## src/rtl/prog_loader_pkg.sv

```systemverilog
// Shared constants and state encoding for the instruction-memory program loader.
// Latency: n/a (package only).
// Backpressure: n/a (package only).
package prog_loader_pkg;

  // Defaults match the CPU program counter width and instruction memory size.
  localparam int DEF_ADDR_W = 10;
  localparam int DEF_DATA_W = 16;
  localparam int DEF_DEPTH  = 1024;

  // Frame overhead: two big-endian length bytes up front, one XOR byte at the end.
  localparam int LEN_BYTES = 2;
  localparam int CHK_BYTES = 1;

  // 3-bit loader state encoding.
  localparam logic [2:0] ST_IDLE   = 3'd0;
  localparam logic [2:0] ST_LEN_HI = 3'd1;
  localparam logic [2:0] ST_LEN_LO = 3'd2;
  localparam logic [2:0] ST_DAT_HI = 3'd3;
  localparam logic [2:0] ST_DAT_LO = 3'd4;
  localparam logic [2:0] ST_WRITE  = 3'd5;
  localparam logic [2:0] ST_CHK    = 3'd6;
  localparam logic [2:0] ST_DONE   = 3'd7;

  typedef enum logic [2:0] {
    S_IDLE   = ST_IDLE,
    S_LEN_HI = ST_LEN_HI,
    S_LEN_LO = ST_LEN_LO,
    S_DAT_HI = ST_DAT_HI,
    S_DAT_LO = ST_DAT_LO,
    S_WRITE  = ST_WRITE,
    S_CHK    = ST_CHK,
    S_DONE   = ST_DONE
  } state_e;

endpackage

```

## src/rtl/prog_loader.sv

```systemverilog
// Program loader: byte stream (len, HI/LO word pairs, XOR checksum) -> sequential imem writes from address 0.
// Latency: a word is written 1 cycle after its LO byte is accepted; 3 cycles/word minimum.
// Backpressure: in_ready is a pure function of state (low in IDLE/WRITE/DONE); in_valid gaps stall indefinitely.
//
// Ports:
//   clk, rst             : clock, synchronous active-high reset
//   start                : begin a load (honoured only in IDLE)
//   in_valid/in_ready    : byte handshake, in_data carries the byte
//   imem_we/addr/wdata   : instruction memory write port, one strobe per word
//   cpu_hold             : keeps the CPU stalled for the duration of a load
//   done / err           : success pulse / sticky failure flag (cleared by next start)
//   words_loaded         : word count N of the last frame that reached its checksum
module prog_loader
  import prog_loader_pkg::*;
#(
  parameter int ADDR_W = DEF_ADDR_W,
  parameter int DATA_W = DEF_DATA_W,
  parameter int DEPTH  = DEF_DEPTH
) (
  input  logic              clk,
  input  logic              rst,
  input  logic              start,
  input  logic              in_valid,
  input  logic [7:0]        in_data,
  output logic              in_ready,
  output logic              imem_we,
  output logic [ADDR_W-1:0] imem_addr,
  output logic [DATA_W-1:0] imem_wdata,
  output logic              cpu_hold,
  output logic              done,
  output logic              err,
  output logic [ADDR_W:0]   words_loaded
);

  // One extra bit so an index/count equal to DEPTH (= 2**ADDR_W) is representable.
  localparam int IDX_W = ADDR_W + 1;
  localparam logic [16:0] DEPTH_L = 17'(DEPTH);

  state_e           state_q, state_d;
  logic [7:0]       len_hi_q, len_hi_d;
  logic [IDX_W-1:0] len_q, len_d;
  logic [7:0]       word_hi_q, word_hi_d;
  logic [7:0]       word_lo_q, word_lo_d;
  logic [7:0]       chk_q, chk_d;
  logic [IDX_W-1:0] index_q, index_d;
  logic             cpu_hold_q, cpu_hold_d;
  logic             err_q, err_d;
  logic [IDX_W-1:0] words_loaded_q, words_loaded_d;

  logic [15:0]      n_len;
  logic [IDX_W-1:0] index_inc;

  // Full word count as it stands on the edge the LEN_LO byte is accepted.
  assign n_len     = {len_hi_q, in_data};
  assign index_inc = index_q + IDX_W'(1);

  always_comb begin
    state_d        = state_q;
    len_hi_d       = len_hi_q;
    len_d          = len_q;
    word_hi_d      = word_hi_q;
    word_lo_d      = word_lo_q;
    chk_d          = chk_q;
    index_d        = index_q;
    cpu_hold_d     = cpu_hold_q;
    err_d          = err_q;
    words_loaded_d = words_loaded_q;
    in_ready       = 1'b0;
    imem_we        = 1'b0;
    imem_addr      = '0;
    imem_wdata     = '0;
    done           = 1'b0;

    case (state_q)
      S_IDLE: begin
        if (start) begin
          state_d    = S_LEN_HI;
          cpu_hold_d = 1'b1;
          err_d      = 1'b0;
          index_d    = '0;
          chk_d      = '0;
        end
      end

      S_LEN_HI: begin
        in_ready = 1'b1;
        if (in_valid) begin
          len_hi_d = in_data;
          state_d  = S_LEN_LO;
        end
      end

      S_LEN_LO: begin
        in_ready = 1'b1;
        if (in_valid) begin
          // Reject empty frames and frames that would overrun memory before any write.
          if (n_len == 16'd0 || {1'b0, n_len} > DEPTH_L) begin
            err_d      = 1'b1;
            cpu_hold_d = 1'b0;
            state_d    = S_IDLE;
          end else begin
            len_d   = n_len[IDX_W-1:0];
            state_d = S_DAT_HI;
          end
        end
      end

      S_DAT_HI: begin
        in_ready = 1'b1;
        if (in_valid) begin
          word_hi_d = in_data;
          chk_d     = chk_q ^ in_data;
          state_d   = S_DAT_LO;
        end
      end

      S_DAT_LO: begin
        in_ready = 1'b1;
        if (in_valid) begin
          word_lo_d = in_data;
          chk_d     = chk_q ^ in_data;
          state_d   = S_WRITE;
        end
      end

      S_WRITE: begin
        imem_we    = 1'b1;
        imem_addr  = index_q[ADDR_W-1:0];
        imem_wdata = {word_hi_q, word_lo_q};
        index_d    = index_inc;
        state_d    = (index_inc == len_q) ? S_CHK : S_DAT_HI;
      end

      S_CHK: begin
        in_ready = 1'b1;
        if (in_valid) begin
          if (in_data == chk_q) begin
            state_d = S_DONE;
          end else begin
            err_d          = 1'b1;
            cpu_hold_d     = 1'b0;
            words_loaded_d = len_q;
            state_d        = S_IDLE;
          end
        end
      end

      S_DONE: begin
        done           = 1'b1;
        cpu_hold_d     = 1'b0;
        words_loaded_d = len_q;
        state_d        = S_IDLE;
      end

      default: state_d = S_IDLE;
    endcase
  end

  always_ff @(posedge clk) begin
    if (rst) begin
      state_q        <= S_IDLE;
      len_hi_q       <= '0;
      len_q          <= '0;
      word_hi_q      <= '0;
      word_lo_q      <= '0;
      chk_q          <= '0;
      index_q        <= '0;
      cpu_hold_q     <= 1'b0;
      err_q          <= 1'b0;
      words_loaded_q <= '0;
    end else begin
      state_q        <= state_d;
      len_hi_q       <= len_hi_d;
      len_q          <= len_d;
      word_hi_q      <= word_hi_d;
      word_lo_q      <= word_lo_d;
      chk_q          <= chk_d;
      index_q        <= index_d;
      cpu_hold_q     <= cpu_hold_d;
      err_q          <= err_d;
      words_loaded_q <= words_loaded_d;
    end
  end

  assign cpu_hold     = cpu_hold_q;
  assign err          = err_q;
  assign words_loaded = words_loaded_q;

endmodule

```

## config.mk

```make
export PLATFORM = sky130hd
export DESIGN_NAME = prog_loader
export DESIGN_NICKNAME = d
export VERILOG_FILES = /design/src/rtl/prog_loader_pkg.sv /design/src/rtl/prog_loader.sv
export SDC_FILE = /design/constraint.sdc
export NUM_CORES = 1
export LEC_CHECK = 0
export CORE_AREA = 3 3 79 88
export DETAILED_ROUTE_END_ITERATION = 8
export DIE_AREA = 0 0 82 91
export PLACE_DENSITY = 0.94
export SYNTH_ARGS = -nofsm -noshare
export SYNTH_HDL_FRONTEND = slang
export SYNTH_SLANG_ARGS = --single-unit
```

## constraint.sdc

```tcl
create_clock -name clk -period 3.71 [get_ports clk]
set_input_delay 0.742 -clock clk [delete_from_list [all_inputs] [get_ports clk]]
set_output_delay 0.742 -clock clk [all_outputs]
set_load 0.1 [all_outputs]
```

==> run metrics <==
Inserted Diodes 0; root buffer cell clkbuf_8; DR vias/cell 5.95; Worst Setup Path Type reg -> out; post-route DRC violation count 0; clock share of power 39.2%; Max rail drop VDD 0.312 mV; Port Buffers 53; Inst Count DP 552; Pre-antenna DRT Iters 6; nets 496; commonest non-fill, non-tap cell in the layout dfxtp_1; Psw 396 uW; Unique masters post-synth 44; Rows 30; Slew Viols, Final 0; WP data required 2.97 ns; Worst Max-Slew Pin Slew 1.01 ns; HP Class reg -> reg; worst hold path depth 2; Seq/Total Area, Yosys 39.9%; Final Hold Fails 0; wire length per cell 16.5 um; Resized Gates After CTS 0; Reg power frac 51.0%; Setup TNS Final 0 ns; Hold EP word_lo_q[2]$_SDFFE_PP0P_; most frequent cells in the layout 70 x dfxtp_1, 64 x nand2_1, 53 x a21oi_1, 51 x nor2_1, 26 x and2_1; Syn Inst Count 448; first-pass GRT wire length 15.3 mm; Post-synth EDFFs 0; post-layout min period 3.13 ns; clock skew 0.00712 ns; Finished Layout Cells 567; Worst Path Max Fanout 34; max_slew headroom 32.3%; initial core utilization 57.1%; LEAKAGE 1.66 nW; sw frac 25.9%; synth top area cells dfxtp_1 40%, a21oi_1 7.5%, nand2_1 6.8%; Tot GR Track Use 26.4%; GPL Wtd Cong 0.907; ratio of cells with drive above 1 in the final layout 10.7%; flop2flop setup slack 1.37 ns; Final period util 84.5%; Critical Path AT 2.39 ns; CORE AREA 6160 um2; post-CTS setup buffers 0; Mapped Area 3520 um2; cts hold-fix bufs 0; I/O pins 54; crit start category register; max_cap viols 0; Critical R2R Launch state_q[2]$_SDFFE_PP0P_; Final Setup Violations 0; pin count of the biggest net entering global routing 51; Pwr per Cell Area 345 nW/um2; Longest Clk Path Bufs 2; Layout area overhead 25.9%; top-area cell type share of the netlist area 39.9%; area leader, netlist dfxtp_1; average cell area after synthesis 7.85 um2; clk slew on worst S/H paths 0.07 ns; clk_lat worst skew 0.35 ns; clock tree sinks 70; Synth Net Count 461; die span in y 91 um; unrepaired setup endpoints after global routing false; # fillers 456; H-tree depth 3; Yosys warnings 0; Antenna Nets Post-Route 0; initial antenna violation count 0; Final HPWL DP 6.48 mm; Initial DRC Count 303; Int Power 1.13 mW; total congestion overflow 0; Seq cells post-synth 70; number of global-route vias before repair 3108; r2r worst-path depth 6; RR Endpoint index_q[4]$_SDFFE_PP0P_; Worst setup EP type output port; via count 3376; Hold Startpoint word_lo_q[2]$_SDFFE_PP0P_; outcome finished clean; f_max 319 MHz; Post-synth ARST share 0%; Comb power frac 9.8%; final WL 9.33 mm; CTS tree done; ys flop type dfxtp_1; CTS Buf Count 9; Die X 82 um; die area 7460 um2
synth_stat cells (3+ instances only):
| master | n |
|---|---|
| xnor2_1 | 8 |
| o21a_1 | 5 |
| buf_2 | 8 |
| and2_1 | 26 |
| a21oi_1 | 53 |
| inv_1 | 5 |
| nand3_1 | 8 |
| or3_1 | 6 |
| nor2_1 | 51 |
| nand4_1 | 3 |
| nor3_1 | 8 |
| nand2_1 | 64 |
| mux2i_1 | 23 |
| o21ai_0 | 21 |
| nand3b_1 | 11 |
| nor4_1 | 6 |
| and3_1 | 6 |
| xor2_1 | 12 |
| a31oi_1 | 5 |
| clkbuf_1 | 17 |
| buf_6 | 4 |
| nand2b_1 | 4 |
| dfxtp_1 | 70 |
per-stage QoR:
step	utilization [%]	hold slack, ns	total power [mW]	cell area, um2	setup slack [ns]
final	71.9	0.451	1.53	4430	0.575
after global routing	71.9	0.478	1.58	4430	0.437
after CTS	71.9	0.455	1.53	4430	0.603
after detailed placement	68.8	0.445	0.939	4240	0.611
after global placement	68.8	0.438	0.935	4240	0.754
after floorplan	-	0.432	0.902	3520	0.0813
kinds of logic (layout without fill, tap and decap cells):
kind of cell    count (synthesis)  count (layout)  share of synthesized area [%]
xor+xnor                       20              20                           4.98
simple gates                  204             204                           28.4
compound gates                 93              93                           14.7
flops                          70              70                           39.9
buf+inv                        37              76                           5.20
mux                            23              23                           6.55
fa+ha+maj                       1               1                          0.356
power groups by stage:
| stage | sequential, mW | combinational (mW) | clock (mW) |
|---|---|---|---|
| 3_5_place_dp | 0.794 | 0.145 | 0 |
| 6_report | 0.778 | 0.149 | 0.598 |
| 3_3_place_gp | 0.794 | 0.141 | 0 |
| 4_1_cts | 0.777 | 0.147 | 0.602 |
| 5_1_grt | 0.779 | 0.160 | 0.637 |
| 2_1_floorplan | 0.804 | 0.0982 | 0 |
flip-flops by register name, indices dropped and copies added (netlist names):
register / cells
len_hi_q: 8
words_loaded: 11
word_lo_q: 8
len_q: 11
index_q: 11
cpu_hold: 1
word_hi_q: 8
chk_q: 8
err: 1
state_q: 3
routing by layer:
layer  GRT usage (%)  share of wire (%)  vias up
li1                -                  -     1600
met1            32.6                 41     1596
met2            43.1                 50      142
met3            4.46                6.0       38
met4            13.3                3.4        0
met5               0                  0        -
critical path, stage by stage (launching register included):
cell     delay (ns)
dfxtp_1        0.62
inv_1          0.16
or3_1          0.43
inv_2          0.37
and2_1         0.27
buf_12         0.19
how the worst max path moves through the flow:
stage                             from                            to  slack, ns
2_1_floorplan  state_q[2]$_SDFFE_PP0P_                  imem_addr[0]       0.08
3_3_place_gp                in_data[2]  words_loaded[5]$_SDFFE_PP0P_       0.75
3_5_place_dp                in_data[6]  words_loaded[6]$_SDFFE_PP0P_       0.61
4_1_cts        state_q[2]$_SDFFE_PP0P_                imem_wdata[11]       0.60
5_1_grt        state_q[2]$_SDFFE_PP0P_                imem_wdata[11]       0.44
6_report       state_q[2]$_SDFFE_PP0P_                imem_wdata[11]       0.58
cell type report:
| type | count | area, um2 | share of cell area (%) |
|---|---|---|---|
| multi-input combinational | 341 | 1930 | 43.7 |
| sequential | 70 | 1400 | 31.7 |
| timing repair buffer | 55 | 781 | 17.6 |
| clock buffer | 11 | 141 | 3.19 |
| tap | 80 | 100 | 2.26 |
| clock inverter | 4 | 47.5 | 1.07 |
| inverter | 6 | 22.5 | 0.509 |
Note: power is estimated with default switching activity, not from simulation.
